### src/rtl/nibble_serial_adder_ctrl_pkg.sv
// Shared types and constants for the nibble-serial adder sequencer.
package nibble_serial_adder_ctrl_pkg;

   localparam int NIBBLE_W = 4;

   typedef enum logic [1:0] {
      IDLE = 2'd0,
      RUN  = 2'd1,
      DONE = 2'd2
   } state_t;

endpackage

### src/rtl/nibble_serial_adder_ctrl_adder.sv
// Combinational 4-bit ripple-carry adder reused once per nibble.
module four_bit_adder (
   input  logic [3:0] a,
   input  logic [3:0] b,
   input  logic       cin,
   output logic [3:0] s,
   output logic       cout
);

   logic c;

   always_comb begin
      s = '0;
      c = cin;
      for (int i = 0; i < 4; i++) begin
         s[i] = a[i] ^ b[i] ^ c;
         c    = (a[i] & b[i]) | (c & (a[i] ^ b[i]));
      end
      cout = c;
   end

endmodule

### src/rtl/nibble_serial_adder_ctrl.sv
// Wide add/subtract built from one 4-bit adder, one nibble per clock,
// least-significant nibble first; result held until the next completion.
module nibble_serial_adder_ctrl #(
   parameter int WIDTH = 16
) (
   input  logic             clk,
   input  logic             rst,
   input  logic             start,
   input  logic             sub,
   input  logic [WIDTH-1:0] a,
   input  logic [WIDTH-1:0] b,
   input  logic             cin,
   output logic             busy,
   output logic             done,
   output logic [WIDTH-1:0] sum,
   output logic             cout,
   output logic             ovf
);

   import nibble_serial_adder_ctrl_pkg::*;

   localparam int NIB   = WIDTH / NIBBLE_W;
   localparam int CNT_W = (NIB > 1) ? $clog2(NIB) : 1;

   if (WIDTH < NIBBLE_W || (WIDTH % NIBBLE_W) != 0) begin : g_bad_width
      $error("WIDTH must be a multiple of 4 and at least 4");
   end

   state_t             state_q;
   state_t             state_d;
   logic               accept;
   logic               last;
   logic [CNT_W-1:0]   idx_q;
   logic [WIDTH-1:0]   a_sh;
   logic [WIDTH-1:0]   b_sh;
   logic [WIDTH-1:0]   acc;
   logic [WIDTH-1:0]   acc_nx;
   logic               c_q;
   logic               a_msb;
   logic               b_msb;
   logic [3:0]         nib_s;
   logic               nib_c;

   four_bit_adder u_add (
      .a    (a_sh[3:0]),
      .b    (b_sh[3:0]),
      .cin  (c_q),
      .s    (nib_s),
      .cout (nib_c)
   );

   // New nibble enters at the top; after NIB shifts it lands in place.
   if (NIB == 1) begin : g_one
      assign acc_nx = nib_s;
   end else begin : g_many
      assign acc_nx = {nib_s, acc[WIDTH-1:NIBBLE_W]};
   end

   assign last = (idx_q == CNT_W'(NIB - 1));
   assign busy = (state_q == RUN);
   assign done = (state_q == DONE);

   always_ff @(posedge clk) begin
      if (rst) state_q <= IDLE;
      else     state_q <= state_d;
   end

   always_comb begin
      state_d = state_q;
      accept  = 1'b0;
      unique case (state_q)
         IDLE: begin
            if (start) begin
               state_d = RUN;
               accept  = 1'b1;
            end
         end
         RUN: begin
            if (last) state_d = DONE;
         end
         DONE: begin
            if (start) begin
               state_d = RUN;
               accept  = 1'b1;
            end else begin
               state_d = IDLE;
            end
         end
         default: state_d = IDLE;
      endcase
   end

   always_ff @(posedge clk) begin
      if (rst) begin
         idx_q <= '0;
         a_sh  <= '0;
         b_sh  <= '0;
         acc   <= '0;
         c_q   <= 1'b0;
         a_msb <= 1'b0;
         b_msb <= 1'b0;
         sum   <= '0;
         cout  <= 1'b0;
         ovf   <= 1'b0;
      end else if (accept) begin
         idx_q <= '0;
         a_sh  <= a;
         b_sh  <= sub ? ~b : b;
         acc   <= '0;
         c_q   <= sub | cin;
         a_msb <= a[WIDTH-1];
         b_msb <= b[WIDTH-1] ^ sub;
      end else if (state_q == RUN) begin
         idx_q <= idx_q + 1'b1;
         a_sh  <= a_sh >> NIBBLE_W;
         b_sh  <= b_sh >> NIBBLE_W;
         acc   <= acc_nx;
         c_q   <= nib_c;
         if (last) begin
            sum  <= acc_nx;
            cout <= nib_c;
            ovf  <= (a_msb == b_msb) && (nib_s[3] != a_msb);
         end
      end
   end

endmodule

### config.mk
export PLATFORM = sky130hd
export DESIGN_NAME = nibble_serial_adder_ctrl
export DESIGN_NICKNAME = d
export VERILOG_FILES = /design/src/rtl/nibble_serial_adder_ctrl_pkg.sv /design/src/rtl/nibble_serial_adder_ctrl_adder.sv /design/src/rtl/nibble_serial_adder_ctrl.sv
export SDC_FILE = /design/constraint.sdc
export NUM_CORES = 1
export LEC_CHECK = 0
export ABC_AREA = 1
export BUFFER_PORTS_ARGS = -buffer_cell sky130_fd_sc_hd__buf_4
export CORE_MARGIN = 1
export CORE_UTILIZATION = 55
export CTS_BUF_LIST = sky130_fd_sc_hd__clkbuf_8
export DETAILED_ROUTE_END_ITERATION = 10
export PLACE_DENSITY = 0.79
export SLEW_MARGIN = 20
export SYNTH_ARGS = -nofsm -noshare
export SYNTH_HDL_FRONTEND = slang
export SYNTH_SLANG_ARGS = --single-unit
### constraint.sdc
create_clock -name clk -period 6.6 [get_ports clk]
set_input_delay 0.99 -clock clk [delete_from_list [all_inputs] [get_ports clk]]
set_output_delay 0.99 -clock clk [all_outputs]
set_load 0.01 [all_outputs]
==> Word level (Yosys, flattened, before mapping) <==
Cells that the tools add are included.
{ "classes": {"muxes": 13, "n_bitwise": 24, "n_eq_ne": 7, "addsub": 1, "n_reduce_logical": 7} }
{ "ops": {"columns": ["cell", "count"], "rows": [
  ["two-way mux 16 bit", 5],
  ["inverter 16 bit", 1],
  ["XOR 1 bit", 9],
  ["bitwise AND 1 bit", 8],
  ["case mux 2 bit (3 select lines)", 1],
  ["two-way mux 1 bit", 5],
  ["OR 1 bit", 5],
  ["equality test 2 bit, second input constant", 2],
  ["two-way mux 2 bit", 2],
  ["OR reduction 2 bit", 2],
  ["AND reduction 3 bit", 1],
  ["adder 2 x 1 -> 2 bit, second input constant", 1],
  ["equality test 2 x 1 -> 1 bit, second input constant", 1],
  ["logical NOT 2 bit", 1],
  ["!= test 2 x 1 -> 1 bit, second input constant", 1],
  ["!= test 2 bit, second input constant", 1],
  ["AND reduction 2 bit", 1],
  ["nonzero test 2 bit", 1],
  ["equality test 1 bit", 1],
  ["logical AND 1 bit", 1],
  ["!= test 1 bit", 1],
  ["inverter 1 bit", 1]
]} }
{ "totals": {"reg_bits": 73, "word_cells": 63, "inputBits": 37, "out_inout_bits": 20} }

==> Logic depth before layout (Yosys ltp) <==
{ "logic_depth": {"ltp_word": 11, "mapped_depth": 12, "depth_no_buf": 12} }

==> By module <==
From an unflattened synthesis, not the netlist that was laid out.
{ "unflattened": {"cells_unflattened": 448, "hier_area_um2": 3134.3} }
{ "by_module_without_submodules": {"columns": ["module", "n_inst", "cells_each", "seq_area_each_um2", "area_each_um2"], "rows": [
  ["nibble_serial_adder_ctrl", 1, 434, 1381.3, 3016.6],
  ["four_bit_adder", 1, 14, 0.0, 117.6]
]} }

==> Worst setup path after synthesis <==
Ideal clock, no wire load.
{ "synth_timing": {"path_kind": "register to register", "from": "register a_sh[0]", "to": "register ovf", "n_path_buf": 0, "period_less_slack_ns": 2.207, "path_slack_ns": 4.393, "setup_time_ns": 0.056, "t_arrival_ns": 2.150, "required_time_ns": 6.544, "path_stages_with_launch": 12, "path_cell_list": "dfxtp_1 > fa_1 > inv_1 > fa_1 > inv_1 > fa_1 > inv_1 > fa_1 > nand3b_1 > nand3_1 > nand3_1 > inv_1"} }
{ "synth_between": {"elab_chain_len": 10, "word_cells_on_any_way": 11, "cone_classes": "1 x eq/ne; 9 x bitwise; 1 x reduce/logical"} }
{ "synth_lines": {"columns": ["item", "line_no", "source"], "rows": [
  ["start, declared", "nibble_serial_adder_ctrl.sv:34", "logic [WIDTH-1:0] a_sh;"],
  ["start signal, assigned", "nibble_serial_adder_ctrl.sv:115", "a_sh <= a_sh >> NIBBLE_W;"],
  ["XOR 1 bit", "nibble_serial_adder_ctrl_adder.sv:17", "c = (a[i] & b[i]) | (c & (a[i] ^ b[i]));"],
  ["bitwise AND 1 bit", "nibble_serial_adder_ctrl_adder.sv:17", null],
  ["OR 1 bit *", "nibble_serial_adder_ctrl_adder.sv:17", null],
  ["bitwise AND 1 bit *", "nibble_serial_adder_ctrl_adder.sv:17", null],
  ["OR 1 bit *", "nibble_serial_adder_ctrl_adder.sv:17", null],
  ["bitwise AND 1 bit *", "nibble_serial_adder_ctrl_adder.sv:17", null],
  ["OR 1 bit *", "nibble_serial_adder_ctrl_adder.sv:17", null],
  ["XOR 1 bit *", "nibble_serial_adder_ctrl_adder.sv:16", "s[i] = a[i] ^ b[i] ^ c;"],
  ["!= test 1 bit *", "nibble_serial_adder_ctrl.sv:122", "ovf <= (a_msb == b_msb) && (nib_s[3] != a_msb);"],
  ["logical AND 1 bit *", "nibble_serial_adder_ctrl.sv:122", null],
  ["end signal, assigned", "nibble_serial_adder_ctrl.sv:122", null],
  ["end, declared", "nibble_serial_adder_ctrl.sv:17", "output logic ovf"]
]} }
Mark *: on every way between the ends. The rest lies on a longest branch, timed or not.
A chain may end at the register's enable or synchronous reset.

==> Worst setup path in the final report <==
{ "layout_timing": {"from": "register state_q[0]", "to": "output port busy"} }
{ "layout_between": {"elab_chain_len": 1} }
{ "layout_lines": {"columns": ["item", "line_no", "source"], "rows": [
  ["start, declared", "nibble_serial_adder_ctrl.sv:29", "state_t state_q;"],
  ["start signal, assigned", "nibble_serial_adder_ctrl.sv:65", "else state_q <= state_d;"],
  ["equality test 2 x 1 -> 1 bit", "nibble_serial_adder_ctrl.sv:60", "assign busy = (state_q == RUN);"],
  ["end, declared", "nibble_serial_adder_ctrl.sv:13", "output logic busy,"]
]} }
Every way passes these cells.

==> reports/qor.csv <==
metric;value;unit
clk_pin_slew;70;ps
synth_top_family_by_area;simple AND/OR/NAND/NOR gates;
hold_viol_final;0;
gr-usage-all-layers;23.5;%
cp-end-kind;primary output;
wl;6250;µm
place_inst;510;
ctsResizeCount;0;
placed_cell_area;0.00340;mm²
crit_start;state_q[0];
cts_buffer_depth;2;
yosys_warnings;0;
nFillCells;489;
drt-wirelength-per-cell;11.9;µm
cts_made_buffers;9;
yosys.area_share.simple;30.7;%
cap_viol_max_count;0;
portBuffers;56;
hp-start;a_sh[13];
die_x;76.2;µm
grt_max_degree;42;
nNetsFinal;493;
vias;2700;
antenna_found_initial;0;
period_share;39.1;%
final.setup.tns;0;ps
pin_count;57;
drtAntennaViolNets;0;
placementRows;26;
hpwl;4160;µm
synth_area;0.00303;mm²
mostFrequentLayoutCell;nand2_1;
synth_xor_area_share;3.47;%
fin_area;0.00360;mm²
r2r-start;a_sh[0];
cts-root-buf;clkbuf_8;
yosysSeqAreaShare;45.6;%
synth_adder_area_share;3.05;%
htree_levels;3;
rsz0062_at_grt;false;
antenna_cells;0;
yosysUniqueCellTypes;26;
synth_seq_cells;69;
path_max_fanout;29;
start_kind;flip-flop;
die-area;0.00581;mm²
cts_tree;built;
power.density;262;mW/mm²
gp_congestion;0.813;
seq_area;0.00138;mm²
hold_class;flip-flop to flip-flop;
synth_nets;447;
rrSetupSlack;4210;ps
cts_hold_buf;0;
fin_cells;526;
synthMuxAreaShare;0;%
leakage;1.72;nW
area_growth;18.9;%
synth_compound_area_share;8.38;%
drtIter0Drc;110;
final_cell_mix;nand2_1, dfxtp_1, buf_4;
grt_pass1_wl;10800;µm
total_power;0.000944;W
overflow;0;
finClkSkew;11.2;ps
setup-violations-final;0;
die_h;76.2;µm
initial_utilization;58.2;%
worst_pin_slew;794;ps
fin_crit;2580;ps
max_slew_margin;46.9;%
grt_pass1_vias;2456;
drt_pre_antenna_iters;4;
cp.required;5610;ps
coreArea;0.00520;mm²
cp.arrival;1590;ps
crit_type;flip-flop to primary output;
max_freq;388;MHz
vias_per_cell;5.13;
worst_hold_slack;471;ps
drc_errors;0;
vdd_drop_max;0.000139;V
status;finished clean;
drive_above_1_share;19.3;%
synthCells;405;
syn_area_per_cell;7.49;µm²
clock_sinks;69;
post_cts_buffers;0;
multi_input_area;0.00138;mm²
finalMaxSlewViolations;0;
clkLatencyLatePin;350;ps
[power breakdown]
part	total (W)	switching (W)	internal, W	leakage (nW)
Combinational	0.000125	0.0000757	0.0000493	1.04
Sequential	0.000458	0.0000169	0.000441	0.563
Clock	0.000360	0.000153	0.000208	0.115
Total	0.000944	0.000245	0.000699	1.72
[Yosys cell counts]
library cell  number  area (µm²)
nand2_1          116         435
dfxtp_1           69        1380
nand3_1           45         225
nor2_1            31         116
inv_1             26        97.6
a21oi_1           24         120
o21ai_0           23         115
buf_2             12        60.1
xor2_1            12         105
nor3_1            11        55.1
buf_6              6        67.6
fa_1               4        80.1
inv_2              4        15.0
or2_2              4        25.0
nand2_2            3        18.8
buf_4              2        15.0
clkbuf_1           2        7.51
nand2_4            2        22.5
nor2_2             2        12.5
ha_1               1        12.5
inv_4              1        6.26
nand3b_1           1        7.51
nor2_4             1        11.3
o21ai_1            1        5.00
o22ai_1            1        6.26
o31ai_1            1        7.51
[per-layer routing]
layer  part of all wire, %  wire length (µm)  GRT usage [%]  up-vias
met3                   4.5               284           4.67       16
li1                      -                 -              -     1377
met5                     0                 0              0        -
met1                    46              2860           28.1     1235
met4                   2.8               176           13.3        0
met2                    47              2930           39.1       72
[sequential cells by signal, indices dropped and copies added, names as in the netlist]
| name | cells |
|---|---|
| a_msb | 1 |
| b_sh | 16 |
| idx_q | 2 |
| cout | 1 |
| b_msb | 1 |
| ovf | 1 |
| state_q | 2 |
| acc | 12 |
| a_sh | 16 |
| sum | 16 |
| c_q | 1 |
[stage by stage]
| stage | utilization [%] | worst slack (ps) |
|---|---|---|
| 5_1_grt | 69.2 | 3960 |
| 2_1_floorplan | - | 4390 |
| 4_1_cts | 69.2 | 4020 |
| 3_3_place_gp | 65.3 | 4220 |
| 6_report | 69.2 | 4020 |
| 3_5_place_dp | 65.3 | 4200 |
[critical path: stages, from the launching register on]
cell and delay [ps]:
dfxtp_1 580, inv_4 90, nor2_2 90, buf_4 300
buf_4 180
[kinds of logic after synthesis]
family / Yosys count
AND/OR/NAND/NOR: 216
adder cells (fa/ha/maj): 5
flip-flops: 69
XOR/XNOR: 12
AO/OA/AOI/OAI: 50
buffers and inverters: 53
[path summary, 6_finish.rpt]
check / end / depth (start not counted)
max: busy / 4
min: a_sh[13] / 2
max reg2reg: ovf / 11
min reg2reg: a_sh[13] / 2
[area by class of cell]
type	count	area share, %
flip-flops and latches	69	38.3
multi-input cells	283	38.3
repair buffers	57	11.9
clock buffers	9	3.44
inverters	31	3.30
well taps	70	2.43
clock inverters	7	2.29
Note: power is estimated with default switching activity, not from simulation.
